$ cat config.mk
export PLATFORM = sky130hd
export DESIGN_NAME = musb_div_unit
export DESIGN_NICKNAME = d
export VERILOG_FILES = /design/src/rtl/musb_div_unit.sv
export SDC_FILE = /design/constraint.sdc
export NUM_CORES = 1
export LEC_CHECK = 0
export ABC_AREA = 1
export CAP_MARGIN = 20
export CORE_MARGIN = 1
export CORE_UTILIZATION = 53
export CTS_BUF_LIST = sky130_fd_sc_hd__clkbuf_16
export DETAILED_ROUTE_END_ITERATION = 7
export PLACE_DENSITY = 0.78
export SKIP_LAST_GASP = 1
export SYNTH_ARGS = -nofsm -noshare
export SYNTH_HDL_FRONTEND = slang
export SYNTH_SLANG_ARGS = --single-unit
$ cat constraint.sdc
create_clock -name clk -period 4 [get_ports clk]
set_clock_uncertainty 0.1 [all_clocks]
set_input_delay 0.6 -clock clk [delete_from_list [all_inputs] [get_ports clk]]
set_output_delay 0.6 -clock clk [all_outputs]
set_load 0.1 [all_outputs]
$ cat src/rtl/musb_div_unit.sv
// Iterative radix-2 restoring divider for DIV/DIVU in EX: one quotient bit per
// un-stalled cycle on operand magnitudes, signs applied when the result loads.
module musb_div_unit #(
    parameter int DIV_CYCLES = 32
) (
    input  logic        clk,
    input  logic        rst,
    input  logic        op_divs,
    input  logic        op_divu,
    input  logic [31:0] dividend,
    input  logic [31:0] divisor,
    input  logic        stall,
    input  logic        flush,
    output logic        busy,
    output logic        ready,
    output logic [31:0] quotient,
    output logic [31:0] remainder
);

    typedef enum logic [1:0] {IDLE, BUSY, DONE} state_t;

    state_t      state_reg, state_next;
    logic [4:0]  counter_reg;
    logic [31:0] rem_reg, quo_reg, divisor_mag_reg, dividend_raw_reg;
    logic [31:0] quotient_reg, remainder_reg;
    logic        q_neg_reg, r_neg_reg, div0_reg;

    logic        start;
    logic [31:0] dividend_mag, divisor_mag;
    logic [32:0] shifted;
    logic        trial_ge;
    logic [31:0] trial_diff, rem_iter, quo_iter;
    logic        last_iter;

    assign start        = (op_divs | op_divu) & ~stall & ~flush;
    // Signed takes priority when both op strobes are high.
    assign dividend_mag = (op_divs && dividend[31]) ? (~dividend + 32'd1) : dividend;
    assign divisor_mag  = (op_divs && divisor[31])  ? (~divisor + 32'd1)  : divisor;

    // Restoring step: the shifted partial remainder can reach 33 bits, so the
    // compare is 33-bit while the kept difference always fits in 32.
    assign shifted    = {rem_reg, quo_reg[31]};
    assign trial_ge   = shifted >= {1'b0, divisor_mag_reg};
    assign trial_diff = shifted[31:0] - divisor_mag_reg;
    assign rem_iter   = trial_ge ? trial_diff : shifted[31:0];
    assign quo_iter   = {quo_reg[30:0], trial_ge};
    assign last_iter  = (counter_reg == 5'd0);

    always_comb begin
        state_next = state_reg;
        case (state_reg)
            IDLE: if (start) state_next = BUSY;
            BUSY: begin
                if (flush)                   state_next = IDLE;
                else if (!stall && last_iter) state_next = DONE;
            end
            DONE: begin
                if (flush || !stall) state_next = IDLE;
            end
            default: state_next = IDLE;
        endcase
    end

    // Gated by rst so every output reads zero while reset is held.
    assign busy      = rst & (((state_reg == IDLE) & start) | (state_reg == BUSY));
    assign ready     = (state_reg == DONE);
    assign quotient  = quotient_reg;
    assign remainder = remainder_reg;

    always_ff @(posedge clk or negedge rst) begin
        if (!rst) begin
            state_reg        <= IDLE;
            counter_reg      <= 5'd0;
            rem_reg          <= 32'd0;
            quo_reg          <= 32'd0;
            divisor_mag_reg  <= 32'd0;
            dividend_raw_reg <= 32'd0;
            q_neg_reg        <= 1'b0;
            r_neg_reg        <= 1'b0;
            div0_reg         <= 1'b0;
            quotient_reg     <= 32'd0;
            remainder_reg    <= 32'd0;
        end else begin
            state_reg <= state_next;
            if (state_reg == IDLE && start) begin
                rem_reg          <= 32'd0;
                quo_reg          <= dividend_mag;
                divisor_mag_reg  <= divisor_mag;
                dividend_raw_reg <= dividend;
                q_neg_reg        <= op_divs & (dividend[31] ^ divisor[31]);
                r_neg_reg        <= op_divs & dividend[31];
                div0_reg         <= (divisor == 32'd0);
                counter_reg      <= 5'(DIV_CYCLES - 1);
            end
            if (state_reg == BUSY && !flush && !stall) begin
                rem_reg <= rem_iter;
                quo_reg <= quo_iter;
                if (!last_iter) begin
                    counter_reg <= counter_reg - 5'd1;
                end else if (div0_reg) begin
                    quotient_reg  <= 32'hFFFF_FFFF;
                    remainder_reg <= dividend_raw_reg;
                end else begin
                    quotient_reg  <= q_neg_reg ? (~quo_iter + 32'd1) : quo_iter;
                    remainder_reg <= r_neg_reg ? (~rem_iter + 32'd1) : rem_iter;
                end
            end
        end
    end

endmodule

==> impl_metrics.toml <==
[worst_setup_path]
critical_path_class = "reg -> reg"
critPathCaptureType = "flip-flop"
critPathRequiredTime_ns = 4.32
path_max_fanout = 12
cp.arrival_ns = 4.08
slowest_stage = "dfrtp_1"
worstPathCellList = "ha_2 > a21oi_1 > nor2_1 > nor2_2 > a21oi_2 > nor2_4 > nand2_8 > inv_2 > ha_2 > nand4_1 > nor3_2 > nand4_1 > nor4_2 > buf_4 > nand3_2 > nand2_2 > o21ai_1 > xor2_1 > o22ai_1 > inv_1"
cp-start-kind = "flip-flop"
critical_path.max_stage_delay_ns = 0.41

[global_route]
grt_max_degree = 132
grt_pass1_vias = 13500
gr-total-overflow = 0
grt_pass1_wl_mm = 76.6
antenna_found_initial = 1
grt_use_total = 0.371

[synthesis]
synth-compound-area-share = 0.139
synth_mux_area_frac = 0
synth_area_um2 = 14100
synth_edf_count = 0
syn_area_per_cell_um2 = 6.83
ys_async_sr_fraction = 1.00
syn_nets = 2169
synth_cell_types = 48
synthCells = 2061
synth-main-ff-cell = "dfrtp_1"
synth-simple-area-share = 0.327
synth_top_family_by_area = "simple AND/OR/NAND/NOR gates"
yosysSeqAreaShare = 0.359
synth_seq_cells = 202
synth_fa_ha_area_frac = 0.0343
yosysWarnings = 0
yosys.area_share.xor_xnor = 0.0467

[job]
maxCapViolCount = 0

[sta]
fmax_mhz = 266
min_period_over_period = 0.940
layout_setup_ws_ns = 0.239
setup_viol = 0
worst_slew_pin_slew_ns = 1.05
finalMaxSlewViolations = 0
final-hold-violation-count = 0
layout_min_cycle_time_ns = 3.76
slew_headroom = 0.300
setup_tns_ns = 0

[detailed_routing]
drtPass1Iterations = 6
routedLengthMet1_mm = 21.5
wl_met2_mm = 22.3
ant_nets = 0
post-route-drc-count = 0
drtIter0Drc = 1575
routed.top_layer = "met5"
vias = 14600
avgRoutedWirePerCell_um = 19.7
wirelength_mm = 50.1
avgViaCountPerCell = 5.75
met3_length_mm = 4.31

[pwr]
p_leak_nw = 8.53
p_seq_frac = 0.239
p_sw_frac = 0.497
pwr-share-clk = 0.194
p_sw_mw = 5.68
total_power_mw = 11.4
p_per_area_nw_per_um2 = 678
comb_power_share = 0.566
vdd_drop_max_uv = 476
p_int_mw = 5.76

[clock_tree]
htree_levels = 1
cts_buffers = 25
clk_latency_ns = 0.55
cts_tree = "built"
clk_pin_slew_ns = 0.06
cts-root-buf = "clkbuf_16"
cts_sinks = 202
cts_buffer_depth = 3

[placed_design]
gp_congestion = 1.02
dp_cells = 2493
dp_hpwl_mm = 37.5
placed_area_um2 = 15800
pre_cts_ws_ns = 0.191
io_buffers = 135

[cells_and_area]
final_nets = 2299
filler_cell_count = 2377
antenna_cells = 0
syn_to_final_growth_pct = 19.9
final_layout_size_suffix_gt1_frac = 0.0951
stdcell_count = 2544
finalInstanceArea_um2 = 16900

[die]
die-height_um = 165
initial_core_util = 0.540
coreArea_um2 = 26100
ios = 136
die_x_um = 165
rows = 59
dieArea_um2 = 27200

[min_path]
worstHoldPathType = "reg -> reg"

[outcome]
outcome = "complete, no violations"
per-layer routing:
metal / vias up / global-route usage
li1: 6909 / -
met1: 6882 / 0.516
met3: 116 / 0.0655
met5: - / 0
met2: 715 / 0.577
met4: 2 / 0.132
cell usage after synthesis, types with 2 or more instances:
library cell,instances,area (um^2)
a21oi_1,61,305
a21oi_2,2,17.5
a31oi_1,20,125
a32o_1,4,40.0
buf_1,3,11.3
buf_2,3,15.0
buf_4,2,15.0
buf_6,7,78.8
clkbuf_1,55,206
dfrtp_1,202,5050
ha_1,37,463
inv_1,254,953
inv_2,13,48.8
nand2_1,652,2450
nand2_2,27,169
nand2_4,2,22.5
nand3_1,118,591
nand3_2,9,90.1
nand3b_1,8,60.1
nand4_1,19,119
nor2_1,173,649
nor2_2,19,119
nor2_4,6,67.6
nor3_1,28,140
nor3_2,2,20.0
nor4_1,10,62.6
o211ai_1,10,75.1
o21a_1,3,22.5
o21ai_0,142,711
o21ai_1,13,65.1
o21ai_2,4,35.0
o21bai_1,7,52.6
o221ai_1,30,263
o22ai_1,22,138
o31ai_1,4,30.0
o41ai_1,2,17.5
or2_2,4,25.0
xnor2_1,17,149
xor2_1,58,508
placed cells by master, fill, tap and decap left out, types with 8 or more instances in the layout:
cell / count
nand2_1: 645
nor2_2: 19
o21ai_0: 141
nand3_2: 10
nand4_1: 19
inv_1: 256
o22ai_1: 22
ha_4: 12
clkdlybuf4s50_1: 133
dfrtp_1: 202
nand2_2: 32
o221ai_1: 30
nor4_1: 9
a31oi_1: 20
nand3_1: 117
o211ai_1: 10
inv_2: 15
xor2_1: 58
ha_2: 13
clkbuf_16: 25
xnor2_1: 17
a21oi_1: 56
nor3_1: 26
nand3b_1: 8
o21ai_1: 14
ha_1: 12
nor2_1: 172
buf_4: 37
stage by stage:
stage / hold WS, ns / util
finish: 0.364 / 0.648
global route: 0.369 / 0.648
CTS: 0.366 / 0.637
detailed placement: 0.353 / 0.606
global placement: 0.348 / 0.606
floorplan: 0.204 / -
cell type report:
cell class	count	area, um^2	share of cell area
repair buffers	173	1650	0.0979
multi-input cells	1521	7960	0.471
inverters	268	1010	0.0597
clock inverters	20	164	0.00971
flip-flops and latches	202	5050	0.299
well taps	335	419	0.0248
clock buffers	25	626	0.0371
worst max-delay path: cells and delay by family (launching register included):
kind            cells  cell delay [ns]
simple gates       10             1.57
fa+ha+maj           2             0.54
compound gates      4             0.52
flops               1             0.41
buf+inv             3             0.32
xor+xnor            1             0.18
final timing paths:
path	start	to	slack [ns]	cells past startpoint
max	rem_reg[21]$_DFFE_PN0P_	quotient[24]$_DFFE_PN0P_	0.24	20
min	dividend_raw_reg[19]$_DFFE_PN0P_	dividend_raw_reg[19]$_DFFE_PN0P_	0.36	2
max reg2reg	rem_reg[21]$_DFFE_PN0P_	quotient[24]$_DFFE_PN0P_	0.24	20
min reg2reg	dividend_raw_reg[19]$_DFFE_PN0P_	dividend_raw_reg[19]$_DFFE_PN0P_	0.36	2
max in group asynchronous	rst	quotient[26]$_DFFE_PN0P_	2.30	3
min in group asynchronous	rst	divisor_mag_reg[17]$_DFFE_PN0P_	0.37	2
timing repair:
action | in CTS | in global routing
buffers inserted | 0 | 5
hold buffers | 1 | 0
hold endpoints to repair | 6 | 0
setup endpoints to repair | 0 | 7
gates resized for setup | 0 | 46
power by group through the flow:
stage | clock network [mW] | logic (mW) | registers, mW
floorplan | 0 | 4.33 | 2.75
global placement | 0 | 6.06 | 2.72
detailed placement | 0 | 6.12 | 2.74
CTS | 2.24 | 6.16 | 2.71
global route | 2.33 | 7.13 | 2.78
finish | 2.23 | 6.48 | 2.74
cells by family after synthesis:
logic type / after synthesis
fa+ha+maj: 38
buf+inv: 338
flops: 202
xor+xnor: 75
simple gates: 1078
compound gates: 330
Note: power is estimated with default switching activity, not from simulation.
